<file path="config.mk">
export PLATFORM = sky130hd
export DESIGN_NAME = perf_monitor
export DESIGN_NICKNAME = d
export VERILOG_FILES = /design/src/rtl/perf_monitor_pkg.sv /design/src/rtl/perf_monitor_sat_counter.sv /design/src/rtl/perf_monitor.sv
export SDC_FILE = /design/constraint.sdc
export NUM_CORES = 1
export LEC_CHECK = 0
export ABC_CLOCK_PERIOD_IN_PS = 9650
export CAP_MARGIN = 20
export CORE_MARGIN = 4
export CORE_UTILIZATION = 55
export CTS_CLUSTER_SIZE = 10
export DETAILED_ROUTE_END_ITERATION = 16
export DONT_BUFFER_PORTS = 1
export HOLD_SLACK_MARGIN = 0.1
export PLACE_DENSITY = 0.7
export REMOVE_ABC_BUFFERS = 1
export SETUP_SLACK_MARGIN = 0.2
export SLEW_MARGIN = 0
export SYNTH_ARGS = -nofsm -noshare
export SYNTH_HDL_FRONTEND = slang
export SYNTH_HIERARCHICAL = 1
export SYNTH_SLANG_ARGS = --single-unit
</file>
<file path="constraint.sdc">
create_clock -name clk_i -period 9.65 [get_ports clk_i]
set_input_delay 1.93 -clock clk_i [delete_from_list [all_inputs] [get_ports clk_i]]
set_output_delay 1.93 -clock clk_i [all_outputs]
set_load 0.05 [all_outputs]
</file>
<file path="src/rtl/perf_monitor_pkg.sv">
// perf_monitor_pkg: run-state encoding and snapshot read-select codes for the pipeline performance monitor.
package perf_monitor_pkg;
  typedef enum logic [1:0] {IDLE, RUN, HALTED} state_e;
  localparam logic [1:0] SEL_CYCLE  = 2'd0;
  localparam logic [1:0] SEL_STALL  = 2'd1;
  localparam logic [1:0] SEL_FLUSH  = 2'd2;
  localparam logic [1:0] SEL_RETIRE = 2'd3;
  localparam int NUM_CNT = 4;
endpackage

</file>
<file path="src/rtl/perf_monitor_sat_counter.sv">
// sat_counter: enable-driven event counter with synchronous clear that sticks at all-ones.
module sat_counter #(
  parameter int WIDTH = 32
) (
  input  logic             clk_i,
  input  logic             rst_i,
  input  logic             en_i,
  input  logic             clr_i,
  output logic [WIDTH-1:0] nxt_o
);
  logic [WIDTH-1:0] cnt_q, cnt_d;
  always_comb cnt_d = clr_i ? '0 : (en_i && !(&cnt_q)) ? cnt_q + WIDTH'(1) : cnt_q;
  always_ff @(posedge clk_i or negedge rst_i)
    if (!rst_i) cnt_q <= '0;
    else cnt_q <= cnt_d;
  // The next-state value lets the parent snapshot and limit-check the post-increment count.
  assign nxt_o = cnt_d;
endmodule

</file>
<file path="src/rtl/perf_monitor.sv">
// perf_monitor: counts cycles, stalls, flushes and retirements while running, with atomic snapshots and auto-halt.
module perf_monitor
  import perf_monitor_pkg::*;
#(
  parameter int WIDTH       = 32,
  parameter int CYCLE_LIMIT = 30
) (
  input  logic             clk_i,
  input  logic             rst_i,
  input  logic             start_i,
  input  logic             stall_i,
  input  logic             branch_i,
  input  logic             flush_i,
  input  logic             retire_i,
  input  logic             clear_i,
  input  logic             snap_i,
  input  logic             rd_en_i,
  input  logic [1:0]       rd_sel_i,
  output logic [WIDTH-1:0] rd_data_o,
  output logic             rd_valid_o,
  output logic             halt_o,
  output logic             done_o
);
  state_e state_q, state_d;
  logic [NUM_CNT-1:0] en;
  logic [WIDTH-1:0] nxt [NUM_CNT];
  logic [WIDTH-1:0] shadow_q [NUM_CNT];
  logic [WIDTH-1:0] shadow_d [NUM_CNT];
  logic [WIDTH-1:0] rd_data_q, rd_data_d;
  logic rd_valid_q, done_q, done_d, running, hit;
  assign running = state_q == RUN;
  assign en = {running & retire_i, running & flush_i, running & stall_i & ~branch_i, running};
  for (genvar g = 0; g < NUM_CNT; g++) begin : g_cnt
    sat_counter #(.WIDTH(WIDTH)) u_cnt (
      .clk_i(clk_i),
      .rst_i(rst_i),
      .en_i (en[g]),
      .clr_i(clear_i),
      .nxt_o(nxt[g])
    );
  end
  // Widened compare so a limit larger than the counter range never aliases.
  assign hit = (CYCLE_LIMIT != 0) && ({32'b0, nxt[SEL_CYCLE]} == (WIDTH + 32)'(CYCLE_LIMIT));
  always_comb begin
    state_d = state_q;
    done_d  = 1'b0;
    if (clear_i) state_d = IDLE;
    else if (state_q == IDLE && start_i) state_d = RUN;
    else if (running && hit) begin
      state_d = HALTED;
      done_d  = 1'b1;
    end
    else if (running && !start_i) state_d = IDLE;
  end
  always_comb begin
    for (int i = 0; i < NUM_CNT; i++) shadow_d[i] = clear_i ? '0 : snap_i ? nxt[i] : shadow_q[i];
    rd_data_d = rd_en_i ? shadow_d[rd_sel_i] : rd_data_q;
  end
  always_ff @(posedge clk_i or negedge rst_i)
    if (!rst_i) begin
      state_q    <= IDLE;
      shadow_q   <= '{default: '0};
      rd_data_q  <= '0;
      rd_valid_q <= 1'b0;
      done_q     <= 1'b0;
    end else begin
      state_q    <= state_d;
      shadow_q   <= shadow_d;
      rd_data_q  <= rd_data_d;
      rd_valid_q <= rd_en_i;
      done_q     <= done_d;
    end
  assign rd_data_o  = rd_data_q;
  assign rd_valid_o = rd_valid_q;
  assign halt_o     = state_q == HALTED;
  assign done_o     = done_q;
endmodule

</file>
==> results.py <==
metrics = {
    "status": {
        "status": "finished, final reports clean",
    },
    "route": {
        "wl_um": 41500,
        "wl_per_cell_um": 22.1,
        "first_iter_violations": 941,
        "drtAntennaViolNets": 0,
        "vias": 12100,
        "drc": 0,
        "viasPerCell": 6.45,
        "firstDrtPassIters": 6,
    },
    "clock_tree": {
        "htree_levels": 2,
        "root_buffer": "clkbuf_16",
        "cts_setup_buffers": 0,
        "cts_tree": "done",
        "clkLatencyLatePin_ns": 0.51,
        "clock-sinks": 292,
        "cts_hold_buf": 0,
        "cts_resized": 0,
        "clk_pin_slew_worst_paths_ns": 0.05,
        "cts_buffer_depth": 3,
        "cts_made_buffers": 36,
    },
    "finish": {
        "nets": 1501,
        "stdcell_count": 1881,
        "final_cell_mix": "dfrtp_1 (292), nor2_1 (191), mux2i_1 (130), nand2_1 (73), a21oi_1 (66)",
        "fillers": 2386,
        "flow.area_growth_from_synthesis_pct": 6.03,
        "final_common_cell": "dfrtp_1",
        "drive_above_1_share_pct": 11.5,
    },
    "die": {
        "core_sq_um": 28800,
        "die_area_sq_um": 32100,
        "io_pins": 47,
        "start_util_pct": 56.0,
        "fp.dieW_um": 179,
        "die_y_um": 179,
        "num_rows": 62,
    },
    "synthesis": {
        "synthFlopType": "dfrtp_1",
        "synth_edf_count": 0,
        "syn_area_sq_um": 16100,
        "netlist_instances": 1527,
        "async_reset_ff_share_pct": 100,
        "ys_ff_latch": 292,
        "synth_cell_types": 71,
        "avgSynthCellArea_sq_um": 10.6,
        "synth_warnings": 6,
        "ys_seq_area_share_pct": 45.3,
    },
    "critical_path": {
        "r2r_end": "state_q[1]$_DFFE_PN0P_",
        "critPathArrivalTime_ns": 4.47,
        "cp-end-kind": "flip-flop",
        "startpoint": "retire_i",
        "worst-endpoint-required_ns": 9.98,
        "r2r_cells": 9,
        "crit_path_max_fanout": 7,
        "start_kind": "primary input",
        "rrSetupSlack_ns": 5.91,
        "cp-endpoint": "rd_data_o[31]$_DFFE_PN0P_",
        "r2r_start": "g_cnt[0].u_cnt/cnt_q[0]$_DFF_PN0_",
        "crit_type": "in2reg",
    },
    "sta": {
        "fin_ws_ns": 5.51,
        "skew_ns": 0.00984,
        "tightest_slew_ns": 1.11,
        "maxSlewViolCount": 0,
        "grt_setup_unrepaired": "false",
        "fin_crit_sh_pct": 42.9,
        "fin_crit_ns": 4.14,
        "fmax_mhz": 242,
        "final-hold-violation-count": 0,
        "relSlewSlack_pct": 25.7,
        "setup_viol": 0,
        "setup_tns_ns": 0,
    },
    "global_routing": {
        "antenna_found_initial": 1,
        "gr-usage-all-layers_pct": 26.2,
        "grt_pass1_wl_um": 66400,
        "grt_overflow": 0,
        "grt_max_degree": 293,
        "grt_pass1_vias": 11600,
    },
    "min_path": {
        "hp-class": "reg2reg",
    },
    "job": {
        "maxCapViolCount": 0,
    },
    "place": {
        "pre_cts_slack_ns": 5.00,
        "placed_cells": 1831,
        "gp_congestion": 0.956,
        "port_buffers": 0,
        "dp_hpwl_um": 26800,
    },
    "power": {
        "p_per_area_nw_per_um2": 148,
        "peakVddDrop_v": 0.000142,
        "p_leak_uw": 0.00728,
    },
}
[routing by layer]
metal	wire length, um	global-route usage (%)	vias to the layer above	share of wire (%)
met5	12	0	-	0.029
met2	19200	40.9	372	46
met3	2460	3.99	64	5.9
met4	889	6.44	2	2.1
li1	-	-	5587	-
met1	19000	38.8	6114	46
[worst min-delay path by stage]
stage | slack, ns | startpoint | depth (start not counted) | to
2_1_floorplan | 0.48 | shadow_q[100]$_DFF_PN0_ | 2 | shadow_q[100]$_DFF_PN0_
3_3_place_gp | 0.50 | shadow_q[119]$_DFF_PN0_ | 2 | shadow_q[119]$_DFF_PN0_
3_5_place_dp | 0.51 | shadow_q[53]$_DFF_PN0_ | 2 | shadow_q[53]$_DFF_PN0_
4_1_cts | 0.52 | shadow_q[104]$_DFF_PN0_ | 2 | shadow_q[104]$_DFF_PN0_
5_1_grt | 0.53 | shadow_q[46]$_DFF_PN0_ | 2 | shadow_q[46]$_DFF_PN0_
6_report | 0.51 | shadow_q[49]$_DFF_PN0_ | 2 | shadow_q[49]$_DFF_PN0_
[critical path, stage by stage]
cell,delay [ns]
and2_1,0.27
and4_1,0.24
nand3_1,0.08
or4_1,0.55
nor4_1,0.25
mux2_2,0.41
mux4_1,0.49
nor2b_1,0.16
o32ai_2,0.10
[where the power goes]
| group | switching, uW | internal, uW | total (uW) | leakage, uW |
|---|---|---|---|---|
| clock | 480 | 702 | 1180 | 0.000488 |
| sequential | 43.0 | 1240 | 1280 | 0.00406 |
| combinational | 31.3 | 39.1 | 70.4 | 0.00274 |
[state kept, by name (all words and copies together) (netlist names)]
signal             count
g_cnt.u_cnt/cnt_q    128
rd_valid_o             1
done_o                 1
rd_data_o             32
shadow_q             128
state_q                2
[kinds of logic after synthesis]
kind of cell,synth area share [%]
AOI/OAI and AO/OA,11.7
xor gates and xnor gates,2.01
adders and majority gates,0.310
buffers and inverters,4.90
DFF,45.3
muxes,17.4
and+or+nand+nor,18.4
[cell usage after synthesis (4+ instances only)]
library cell | number | area [sq um]
dfrtp_1 | 292 | 7310
nor2_1 | 191 | 717
mux2i_1 | 130 | 1300
nand2_1 | 73 | 274
a21oi_1 | 66 | 330
mux2_1 | 57 | 642
inv_1 | 45 | 169
nand3_1 | 44 | 220
clkbuf_1 | 38 | 143
nand4_1 | 37 | 231
or4_1 | 37 | 278
nor2b_1 | 36 | 225
buf_2 | 33 | 165
o31ai_1 | 33 | 248
mux4_2 | 32 | 721
o22ai_1 | 30 | 188
or3_1 | 29 | 181
o32ai_1 | 28 | 245
o21ai_0 | 27 | 135
xnor2_1 | 26 | 228
nor4_1 | 21 | 131
a211oi_1 | 19 | 143
a21oi_2 | 15 | 131
and3_1 | 15 | 93.8
nor3_1 | 13 | 65.1
and4_1 | 12 | 105
xor2_1 | 11 | 96.3
buf_12 | 10 | 200
mux2_2 | 9 | 101
o21ai_1 | 9 | 45.0
or3_2 | 9 | 67.6
buf_6 | 6 | 67.6
nand4_2 | 6 | 75.1
buf_4 | 5 | 37.5
ha_1 | 4 | 50.1
nor4_2 | 4 | 50.1
or2_2 | 4 | 25.0
[through the flow]
step	area (sq um)	util [%]	power [uW]	hold slack (ns)
floorplan	15500	-	1350	0.479
global placement	16100	55.9	1370	0.495
detailed placement	16100	55.9	1370	0.505
CTS	17100	59.4	2550	0.518
global route	17100	59.4	2600	0.530
finish	17100	59.4	2530	0.510
[final cells by class]
cell class	count	area [sq um]	area share [%]
flip-flops and latches	292	7310	42.7
clock buffers	47	983	5.75
inverters	45	169	0.988
diodes	1	2.50	0.0146
repair buffers	14	105	0.615
multi-input cells	1096	8040	47.0
clock inverters	2	10.0	0.0585
well taps	384	480	2.81
(Power assumes the default switching activity.)
